File: src/rtl/lava_pkg.sv
// Shared fixed-point types and the raster sampler state encoding for the lava/metaball pipeline.
package lava_pkg;

    localparam int FRAC_BITS = 16;

    typedef logic [31:0] fix_t;

    localparam fix_t ONE_FIX = 32'h0001_0000;

    typedef enum logic [2:0] {
        IDLE   = 3'd0,
        STROBE = 3'd1,
        SETTLE = 3'd2,
        WAIT   = 3'd3,
        WRITE  = 3'd4,
        MOVE   = 3'd5
    } sampler_state_t;

endpackage

File: src/rtl/field_sampler_if.sv
// Bus between the field sampler (master) and the metaball array (slave):
// pixel coordinate, strobe, per-ball completion flags and contributions, and the move pulse.
interface field_sampler_if #(
    parameter int N_BALLS = 3
);
    import lava_pkg::*;

    logic                   px_stb;
    fix_t                   p_x;
    fix_t                   p_y;
    logic [N_BALLS-1:0]     vld_in;
    logic [32*N_BALLS-1:0]  w_in;
    logic                   mov_en;

    modport master (
        output px_stb, p_x, p_y, mov_en,
        input  vld_in, w_in
    );

    modport slave (
        input  px_stb, p_x, p_y, mov_en,
        output vld_in, w_in
    );

endinterface

File: src/rtl/weight_sum.sv
// Combinational saturating sum of N unsigned Q16.16 contributions; any overflow clamps to all-ones.
module weight_sum
    import lava_pkg::*;
#(
    parameter int N = 3
) (
    input  logic [32*N-1:0] w_in,
    output fix_t            sum
);

    // A single-input instance still needs one guard bit to detect nothing, so keep at least 33 bits.
    localparam int SW = ($clog2(N) > 0) ? (32 + $clog2(N)) : 33;

    logic [SW-1:0] acc_s;

    // Wide accumulation followed by clamp to the fix_t range.
    always_comb begin
        acc_s = '0;
        for (int i = 0; i < N; i++) begin
            acc_s = acc_s + SW'(w_in[32*i +: 32]);
        end
        if (acc_s[SW-1:32] != '0) begin
            sum = 32'hFFFF_FFFF;
        end else begin
            sum = acc_s[31:0];
        end
    end

endmodule

File: src/rtl/field_sampler.sv
// Raster-scan field sampler: strobes every pixel to the metaball array, sums and thresholds the field,
// writes the framebuffer, then pulses mov_en once per frame. FIELD_SAMPLER_GRADIENT_EN selects soft-edge shading.
module field_sampler
    import lava_pkg::*;
#(
    parameter int   N_BALLS  = 3,
    parameter int   COLS     = 32,
    parameter int   ROWS     = 64,
    parameter fix_t THRESH   = ONE_FIX,
    parameter int   WAIT_MAX = 64,
    localparam int  AW       = $clog2(COLS*ROWS)
) (
    input  logic                   clk,
    input  logic                   rst,
    input  logic                   frame_start,
    field_sampler_if.master        bus,
    output logic                   pix_we,
    output logic [AW-1:0]          pix_addr,
    output logic [7:0]             pix_data,
    output logic                   busy,
    output logic                   frame_done,
    output logic                   timeout_err
);

    localparam int CW  = (COLS > 1) ? $clog2(COLS) : 1;
    localparam int RW  = (ROWS > 1) ? $clog2(ROWS) : 1;
    localparam int WCW = (WAIT_MAX > 1) ? $clog2(WAIT_MAX) : 1;

    sampler_state_t state_r;
    logic [CW-1:0]  col_r;
    logic [RW-1:0]  row_r;
    logic [WCW-1:0] wait_cnt_r;

    logic           px_stb_r;
    fix_t           p_x_r;
    fix_t           p_y_r;
    logic           mov_en_r;
    logic           pix_we_r;
    logic [AW-1:0]  pix_addr_r;
    logic [7:0]     pix_data_r;
    logic           busy_r;
    logic           frame_done_r;
    logic           timeout_err_r;

    fix_t           sum_s;
    logic [CW-1:0]  col_nxt_s;
    logic [RW-1:0]  row_nxt_s;
    logic           last_col_s;
    logic           last_row_s;
    logic [AW-1:0]  addr_s;
    logic           all_vld_s;
    logic           wait_expired_s;

    weight_sum #(.N(N_BALLS)) u_weight_sum (
        .w_in (bus.w_in),
        .sum  (sum_s)
    );

    // Map a field sum to an 8-bit intensity.
    function automatic logic [7:0] shade(input fix_t s);
`ifdef FIELD_SAMPLER_GRADIENT_EN
        logic [15:0] ramp;
        if (s < (THRESH >> 1)) begin
            shade = 8'h00;
        end else begin
            ramp  = 16'(s[23:16]) * 16'h0040 + 16'h0040;
            shade = (ramp > 16'h00FF) ? 8'hFF : ramp[7:0];
        end
`else
        shade = (s >= THRESH) ? 8'hFF : 8'h00;
`endif
    endfunction

    assign last_col_s     = (col_r == CW'(COLS - 1));
    assign last_row_s     = (row_r == RW'(ROWS - 1));
    assign addr_s         = AW'(row_r) * AW'(COLS) + AW'(col_r);
    assign all_vld_s      = &bus.vld_in;
    assign wait_expired_s = (wait_cnt_r == WCW'(WAIT_MAX - 1));

    // Next raster position after the current pixel is written.
    always_comb begin
        col_nxt_s = col_r + CW'(1);
        row_nxt_s = row_r;
        if (last_col_s) begin
            col_nxt_s = '0;
            row_nxt_s = row_r + RW'(1);
        end else begin
            row_nxt_s = row_r;
        end
    end

    // Raster FSM with all outputs registered; pulse outputs default low each cycle.
    always_ff @(posedge clk) begin
        if (rst) begin
            state_r       <= IDLE;
            col_r         <= '0;
            row_r         <= '0;
            wait_cnt_r    <= '0;
            px_stb_r      <= 1'b0;
            p_x_r         <= '0;
            p_y_r         <= '0;
            mov_en_r      <= 1'b0;
            pix_we_r      <= 1'b0;
            pix_addr_r    <= '0;
            pix_data_r    <= 8'h00;
            busy_r        <= 1'b0;
            frame_done_r  <= 1'b0;
            timeout_err_r <= 1'b0;
        end else begin
            px_stb_r     <= 1'b0;
            pix_we_r     <= 1'b0;
            mov_en_r     <= 1'b0;
            frame_done_r <= 1'b0;
            case (state_r)
                IDLE: begin
                    if (frame_start) begin
                        state_r  <= STROBE;
                        col_r    <= '0;
                        row_r    <= '0;
                        p_x_r    <= '0;
                        p_y_r    <= '0;
                        px_stb_r <= 1'b1;
                        busy_r   <= 1'b1;
                    end
                end
                STROBE: begin
                    state_r <= SETTLE;
                end
                // vld_in may still be high from the previous pixel here, so it is not looked at.
                SETTLE: begin
                    state_r    <= WAIT;
                    wait_cnt_r <= '0;
                end
                WAIT: begin
                    if (all_vld_s) begin
                        state_r    <= WRITE;
                        pix_we_r   <= 1'b1;
                        pix_addr_r <= addr_s;
                        pix_data_r <= shade(sum_s);
                    end else if (wait_expired_s) begin
                        state_r       <= WRITE;
                        pix_we_r      <= 1'b1;
                        pix_addr_r    <= addr_s;
                        pix_data_r    <= shade(32'h0000_0000);
                        timeout_err_r <= 1'b1;
                    end else begin
                        wait_cnt_r <= wait_cnt_r + WCW'(1);
                    end
                end
                WRITE: begin
                    if (last_col_s && last_row_s) begin
                        state_r      <= MOVE;
                        col_r        <= '0;
                        row_r        <= '0;
                        mov_en_r     <= 1'b1;
                        frame_done_r <= 1'b1;
                    end else begin
                        state_r  <= STROBE;
                        col_r    <= col_nxt_s;
                        row_r    <= row_nxt_s;
                        p_x_r    <= fix_t'(col_nxt_s) << FRAC_BITS;
                        p_y_r    <= fix_t'(row_nxt_s) << FRAC_BITS;
                        px_stb_r <= 1'b1;
                    end
                end
                MOVE: begin
                    state_r <= IDLE;
                    busy_r  <= 1'b0;
                end
                default: begin
                    state_r <= IDLE;
                    busy_r  <= 1'b0;
                end
            endcase
        end
    end

    assign bus.px_stb  = px_stb_r;
    assign bus.p_x     = p_x_r;
    assign bus.p_y     = p_y_r;
    assign bus.mov_en  = mov_en_r;
    assign pix_we      = pix_we_r;
    assign pix_addr    = pix_addr_r;
    assign pix_data    = pix_data_r;
    assign busy        = busy_r;
    assign frame_done  = frame_done_r;
    assign timeout_err = timeout_err_r;

endmodule

File: src/flat_wrapper.sv
// flat-port wrapper written by rule: the top's interface ports become plain ports
module field_sampler_flat import lava_pkg::*;
#(
    parameter int   N_BALLS  = 3,
    parameter int   COLS     = 32,
    parameter int   ROWS     = 64,
    parameter fix_t THRESH   = ONE_FIX,
    parameter int   WAIT_MAX = 64,
    localparam int  AW       = $clog2(COLS*ROWS)
)
  (clk, rst, frame_start, pix_we, pix_addr, pix_data, busy, frame_done, timeout_err, bus_px_stb, bus_p_x, bus_p_y, bus_mov_en, bus_vld_in, bus_w_in);
  field_sampler_if #(.N_BALLS(N_BALLS)) bus_i ();
  input  logic clk;
  input  logic rst;
  input  logic frame_start;
  output logic pix_we;
  output logic [AW-1:0] pix_addr;
  output logic [7:0] pix_data;
  output logic busy;
  output logic frame_done;
  output logic timeout_err;
  output wire logic [$bits(bus_i.px_stb)-1:0] bus_px_stb;
  output wire logic [$bits(bus_i.p_x)-1:0] bus_p_x;
  output wire logic [$bits(bus_i.p_y)-1:0] bus_p_y;
  output wire logic [$bits(bus_i.mov_en)-1:0] bus_mov_en;
  input wire logic [$bits(bus_i.vld_in)-1:0] bus_vld_in;
  input wire logic [$bits(bus_i.w_in)-1:0] bus_w_in;
  assign bus_px_stb = bus_i.px_stb;
  assign bus_p_x = bus_i.p_x;
  assign bus_p_y = bus_i.p_y;
  assign bus_mov_en = bus_i.mov_en;
  assign bus_i.vld_in = bus_vld_in;
  assign bus_i.w_in = bus_w_in;
  field_sampler #(.N_BALLS(N_BALLS), .COLS(COLS), .ROWS(ROWS), .THRESH(THRESH), .WAIT_MAX(WAIT_MAX)) u_core (.clk(clk), .rst(rst), .frame_start(frame_start), .bus(bus_i), .pix_we(pix_we), .pix_addr(pix_addr), .pix_data(pix_data), .busy(busy), .frame_done(frame_done), .timeout_err(timeout_err));
endmodule
File: config.mk
export PLATFORM = sky130hd
export DESIGN_NAME = field_sampler_flat
export DESIGN_NICKNAME = d
export VERILOG_FILES = /design/src/rtl/lava_pkg.sv /design/src/rtl/field_sampler_if.sv /design/src/rtl/weight_sum.sv /design/src/rtl/field_sampler.sv /design/src/flat_wrapper.sv
export SDC_FILE = /design/constraint.sdc
export NUM_CORES = 1
export LEC_CHECK = 0
export ABC_AREA = 1
export CAP_MARGIN = 20
export CORE_ASPECT_RATIO = 0.6
export CORE_MARGIN = 3
export CORE_UTILIZATION = 51
export DETAILED_ROUTE_END_ITERATION = 8
export GPL_TIMING_DRIVEN = 0
export PLACE_DENSITY = 0.89
export SLEW_MARGIN = 20
export SYNTH_ARGS = -nofsm -noshare
export SYNTH_HDL_FRONTEND = slang
export SYNTH_SLANG_ARGS = --single-unit
File: constraint.sdc
create_clock -name clk -period 5.4 [get_ports clk]
set_input_delay 1.08 -clock clk [delete_from_list [all_inputs] [get_ports clk]]
set_output_delay 1.08 -clock clk [all_outputs]
set_load 0.05 [all_outputs]
Yosys cells after proc, flatten, opt, wreduce, memory -nomap -nowiden
Cells that the tools add are included.
{"block": "word_totals", "regBits": 108, "out_inout_bits": 89}
{"block": "classes", "n_addsub": 6, "magnitude_cmp": 1, "eq_ne": 12, "mux": 35, "bitwise_logic": 4, "n_reduce_logical": 17}
{"op": "$mux 32", "n": 4}
{"op": "$pmux 32 s2", "n": 2}
{"op": "$add 33x32->34", "n": 1}
{"op": "$add 32x32->33", "n": 1}
{"op": "$ge 32x17->1 const B", "n": 1}
{"op": "$mux 6", "n": 5}
{"op": "$mux 8", "n": 3}
{"op": "$pmux 6 s2", "n": 2}
{"op": "$mux 11", "n": 2}
{"op": "$mux 5", "n": 3}
{"op": "$pmux 3 s5", "n": 1}
{"op": "$add 6x1->6 const B", "n": 2}
{"op": "$eq 6x6->1 const B", "n": 2}
{"op": "$mux 3", "n": 4}
{"op": "$reduce_and 3->1", "n": 4}
{"op": "$add 11x5->11", "n": 1}
{"op": "$pmux 5 s2", "n": 1}
{"op": "$ne 2x2->1 const B", "n": 4}
{"op": "$reduce_and 2->1", "n": 4}
{"op": "$reduce_bool 2->1", "n": 4}
{"op": "$eq 3x2->1 const B", "n": 2}
{"op": "$mux 1", "n": 6}
{"op": "$add 5x1->5 const B", "n": 1}
{"op": "$eq 5x5->1 const B", "n": 1}
{"op": "9 further kinds", "n": 14}

Logic depth before layout (Yosys ltp)
{"block": "logic_depth", "word_depth": 7, "depth_mapped": 21}

Modules after synthesis
From an unflattened synthesis, not the netlist that was laid out.
{"block": "unflattened", "cells_unflattened": 922, "area_unflattened_um2": 6013.3}
{"module": "weight_sum", "instances": 1, "cells_each": 578, "area_per_inst_um2": 3337.0, "seq_area_each_um2": 0.0}
{"module": "field_sampler", "instances": 1, "cells_each": 344, "area_per_inst_um2": 2676.3, "seq_area_each_um2": 960.9}

Worst setup path before layout
Ideal clock, no wire load.
{"block": "synth_path", "path_kind": "input -> register", "startpoint": "input bus_w_in[1]", "endpoint": "register u_core.pix_data_r[6] (netlist: u_core.pix_data[6])", "setup_ns": 0.132, "arrival_time_ns": 3.188, "required_time_ns": 5.268, "slack_ns": 2.080, "cell_stages": 20, "n_path_buf": 0, "path_cell_list": "inv_1 -> fa_1 -> inv_1 -> ha_1 -> inv_1 -> fa_1 -> o21ai_0 -> nand3_1 -> nand2_1 -> nand2_1 -> nand2_1 -> nand2_1 -> nand3_1 -> nand2_1 -> inv_1 -> nand2_1 -> nor2_1 -> nand3_1 -> nand2_1 -> a21oi_1"}
{"block": "synth_via", "elab_chain_cells": 7}
{"element": "start, declared", "line_no": "flat_wrapper.sv:27", "text": "input wire logic [$bits(bus_i.w_in)-1:0] bus_w_in;"}
{"element": "$add 32x32->33 *", "line_no": "weight_sum.sv:20", "text": "acc_s = acc_s + SW'(w_in[32*i +: 32]);"}
{"element": "$add 33x32->34 *", "line_no": "weight_sum.sv:20"}
{"element": "$reduce_bool 2->1", "line_no": "weight_sum.sv:22", "text": "if (acc_s[SW-1:32] != '0) begin"}
{"element": "$mux 32 *", "line_no": "weight_sum.sv:22"}
{"element": "$ge 32x17->1 *", "line_no": "field_sampler.sv:70", "text": "shade = (s >= THRESH) ? 8'hFF : 8'h00;"}
{"element": "$mux 8 *", "line_no": "field_sampler.sv:70"}
{"element": "$mux 8 *", "line_no": "field_sampler.sv:135", "text": "if (all_vld_s) begin"}
{"element": "end signal, assigned", "line_no": "field_sampler.sv:139", "text": "pix_data_r <= shade(sum_s);"}
{"element": "end signal, assigned", "line_no": "field_sampler.sv:144", "text": "pix_data_r <= shade(32'h0000_0000);"}
{"element": "end, declared", "line_no": "field_sampler.sv:40", "text": "logic [7:0] pix_data_r;"}
Mark *: on every way between the ends. The rest lies on a longest branch, timed or not.
A chain may end at the register's enable or synchronous reset.

Worst setup path in the final report
Ends and elaborated chain as after synthesis.

==> run metrics <==
outcome completed; vias per inst 4.90; #FFs+latches synth 48; nature of the critical path endpoint flop; Reg clk slew, reported paths 70 ps; Die Width 140 µm; # IOs 191; critical path cell sequence clkdlybuf4s50_1 > inv_1 > fa_1 > inv_1 > ha_1 > inv_1 > fa_1 > o21ai_0 > nand3_1 > nand2_1 > nand2_1 > nand2_1 > nand2_1 > nand3_1 > nand2_1 > inv_1 > nand2_1 > nor2_1 > nand3_1 > nand2_1 > a21oi_1; vias in the first global route 5412; Vert. Die Dim 86.7 µm; Power Dens Cells 219 mW/mm²; total CTS buffers 5; total vias in the final route approximately 6000; Routed WL 16.0 mm; Cells after Synth 889; Max Fanout on Critical Path 3; Detail Route Antenna Nets 0; largest net degree at the start of global routing 17; # hold bufs at CTS 0; number of H-tree levels 2; layout cell share with drive strength beyond 1 8.02%; maximum vdd drop 0.178 mV; Hold Crit Class flop to flop; Worst-Margin Slew about 620 ps; setup_tns 0 ps; Iter 0 DRT Violations 589; Seq. cell area 961 µm²; slowest cell on the critical path fa_1; RSZ-0062 raised after global routing false; reg2reg start u_core.col_r[0]; final net count 1254; Syn. warnings 0; # setup viols final 0; Total Die Area 0.0122 mm²; Total GRT Usage 25.7%; Yosys cell types 35; CP Class input pin to flop; fin crit share 73.8%; Worst slew margin between 50% and 60%; worst path arrival time 4140 ps; Syn Area/Cell 6.23 µm²; Root Buffer Master clkbuf_16; initial antenna violation count 0; Cell Area, Synth 0.00553 mm²; worst skew pair latency 290 ps; DRC Markers 0; multi-input logic area 0.00364 mm²; CP Depth 21; PortBufs 136; Area growth syn-to-layout 34.3%; number of max-cap violations 0; Crit path top cell by count nand2_1; Detailed Routing Iterations Pass 1 5; Worst setup SP type input pin; Critical Path Max Stage Delay about 470 ps; Max Freq 251 MHz; Final min period 3990 ps; WL/cell 13.1 µm; Max Slew Vio Count 0; FP Rows 28; initial core utilization 54.3%; sequential fraction of the synthesis area 17.4%; hold violation total from the final report 0; CTS tree yes; # Post-CTS Setup Buffers 0; first-pass GRT wire length roughly 26 mm; core area 0.0102 mm²; Power Total between 1.5 and 2 mW; CP startpoint bus_w_in[1]; CP Data Required Time 5560 ps; CTS Sinks 48; Worst Reg-to-Reg Cells 16; dpl hpwl 13.5 mm; crit-path leading delay family adder cells; CTS resizes 0; skew final 5.59 ps; ANT cells 0; clock tree buffer depth 2; internal reg-to-reg setup slack 2760 ps; Critical path buffers and inverters 5; r2r endpoint u_core.bus.p_x[19]; worst setup path endpoint u_core.pix_data[6]; routability congestion estimate 1.02; grt total ovfl 0; leak pwr roughly 3.8 nW; # fillers 860
metrics by stage:
| step | util (%) | worst slack, ps | cells | hold slack [ps] | instance area (µm²) |
|---|---|---|---|---|---|
| floorplan | - | 2080 | 941 | 437 | 5730 |
| global placement | 71.2 | 1250 | 1212 | 452 | 7260 |
| detailed placement | 71.2 | 1150 | 1212 | 456 | 7260 |
| CTS | 72.9 | 1440 | 1220 | 467 | 7430 |
| global route | 72.9 | 1110 | 1220 | 482 | 7430 |
| finish | 72.9 | 1410 | 1220 | 467 | 7430 |
layout by cell type, fill, tap and decap left out, types with 4 or more instances in the layout:
| cell | count |
|---|---|
| clkbuf_16 | 5 |
| nand3b_1 | 4 |
| fa_1 | 33 |
| dfxtp_1 | 48 |
| and2_1 | 4 |
| nor2_1 | 85 |
| nand3_1 | 47 |
| inv_1 | 162 |
| nor3_1 | 7 |
| o21ai_0 | 23 |
| a21oi_1 | 55 |
| buf_4 | 62 |
| clkdlybuf4s50_1 | 136 |
| nand2_1 | 280 |
| clkbuf_1 | 6 |
| ha_1 | 35 |
| conb_1 | 53 |
| nand4_1 | 9 |
per-layer routing:
| layer | vias to the layer above | wire, µm | track usage [%] |
|---|---|---|---|
| met4 | 0 | 139 | 3.34 |
| li1 | 3003 | - | - |
| met3 | 18 | 2060 | 7.06 |
| met5 | - | 0 | 0 |
| met1 | 2637 | 7470 | 38.9 |
| met2 | 314 | 6300 | 37.4 |
worst reg2reg max path, delay by kind of cell (launching register included):
family | cells | cell delay (ps)
adder cells (fa/ha/maj) | 2 | 370
buffers and inverters | 5 | 650
flip-flops | 1 | 430
AO/OA/AOI/OAI | 2 | 300
AND/OR/NAND/NOR | 7 | 820
cell usage after synthesis, drive strengths merged:
cell	number	area share (%)
nor3	8	0.81
conb	1	0.068
or2	1	0.11
clkbuf	6	0.41
nand4	9	1.0
nand2	280	19
a21oi	56	5.3
o21ai	25	2.5
and2	4	0.45
nor3b	2	0.27
dfxtp	48	17
nand3b	4	0.54
nor2	89	6.5
o211a	1	0.18
o21bai	3	0.41
o211ai	1	0.14
fa	33	12
nand3	47	4.3
o2111ai	1	0.16
a31oi	1	0.11
a211oi	1	0.14
inv	167	11
buf	64	8.6
ha	35	7.9
xor2	1	0.16
a221oi	1	0.27
layout make-up:
| class | instances | share of cell area (%) |
|---|---|---|
| Buffer | 70 | 6.70 |
| Clock buffer | 5 | 1.68 |
| Clock inverter | 3 | 0.640 |
| Inverter | 167 | 8.50 |
| Multi-Input combinational cell | 656 | 49.0 |
| Sequential cell | 48 | 12.9 |
| Tap cell | 135 | 2.27 |
| Timing Repair Buffer | 136 | 18.3 |
sequential cells by signal, indices dropped and copies added (netlist names):
signal	cells
u_core.bus.p_x	5
u_core.bus.p_y	6
u_core.bus.px_stb	1
u_core.busy	1
u_core.col_r	5
u_core.frame_done	1
u_core.pix_addr	11
u_core.pix_data	1
u_core.pix_we	1
u_core.row_r	6
u_core.state_r	3
u_core.timeout_err	1
u_core.wait_cnt_r	6
kinds of logic (layout without fill, tap and decap cells):
kind of cell | count (synthesis) | after routing | share of synthesized area [%]
simple gates | 444 | 444 | 32.9
buf+inv | 237 | 381 | 20.4
compound gates | 90 | 90 | 9.20
fa+ha+maj | 68 | 68 | 19.9
flops | 48 | 48 | 17.4
other cells | 1 | 53 | 0.0678
xor+xnor | 1 | 1 | 0.158
report_power, final:
part	switching (mW)	leakage, nW	internal (mW)
logic	0.579	3.36	0.323
clock network	0.139	0.0840	0.220
registers	0.00710	0.388	0.362
total	0.725	3.83	0.905
worst min-delay path by stage:
stage,endpoint,depth (start not counted),start,slack (ps)
5_1_grt,u_core.bus.p_y[16],2,u_core.bus.p_y[16],480
6_report,u_core.bus.p_y[16],2,u_core.bus.p_y[16],470
3_5_place_dp,u_core.bus.p_x[20],2,u_core.bus.p_x[20],460
2_1_floorplan,u_core.wait_cnt_r[2],2,u_core.wait_cnt_r[2],440
3_3_place_gp,u_core.bus.p_x[18],2,u_core.bus.p_x[18],450
4_1_cts,u_core.bus.p_x[20],2,u_core.bus.p_x[20],470
Power figures use the tool's default switching activity.
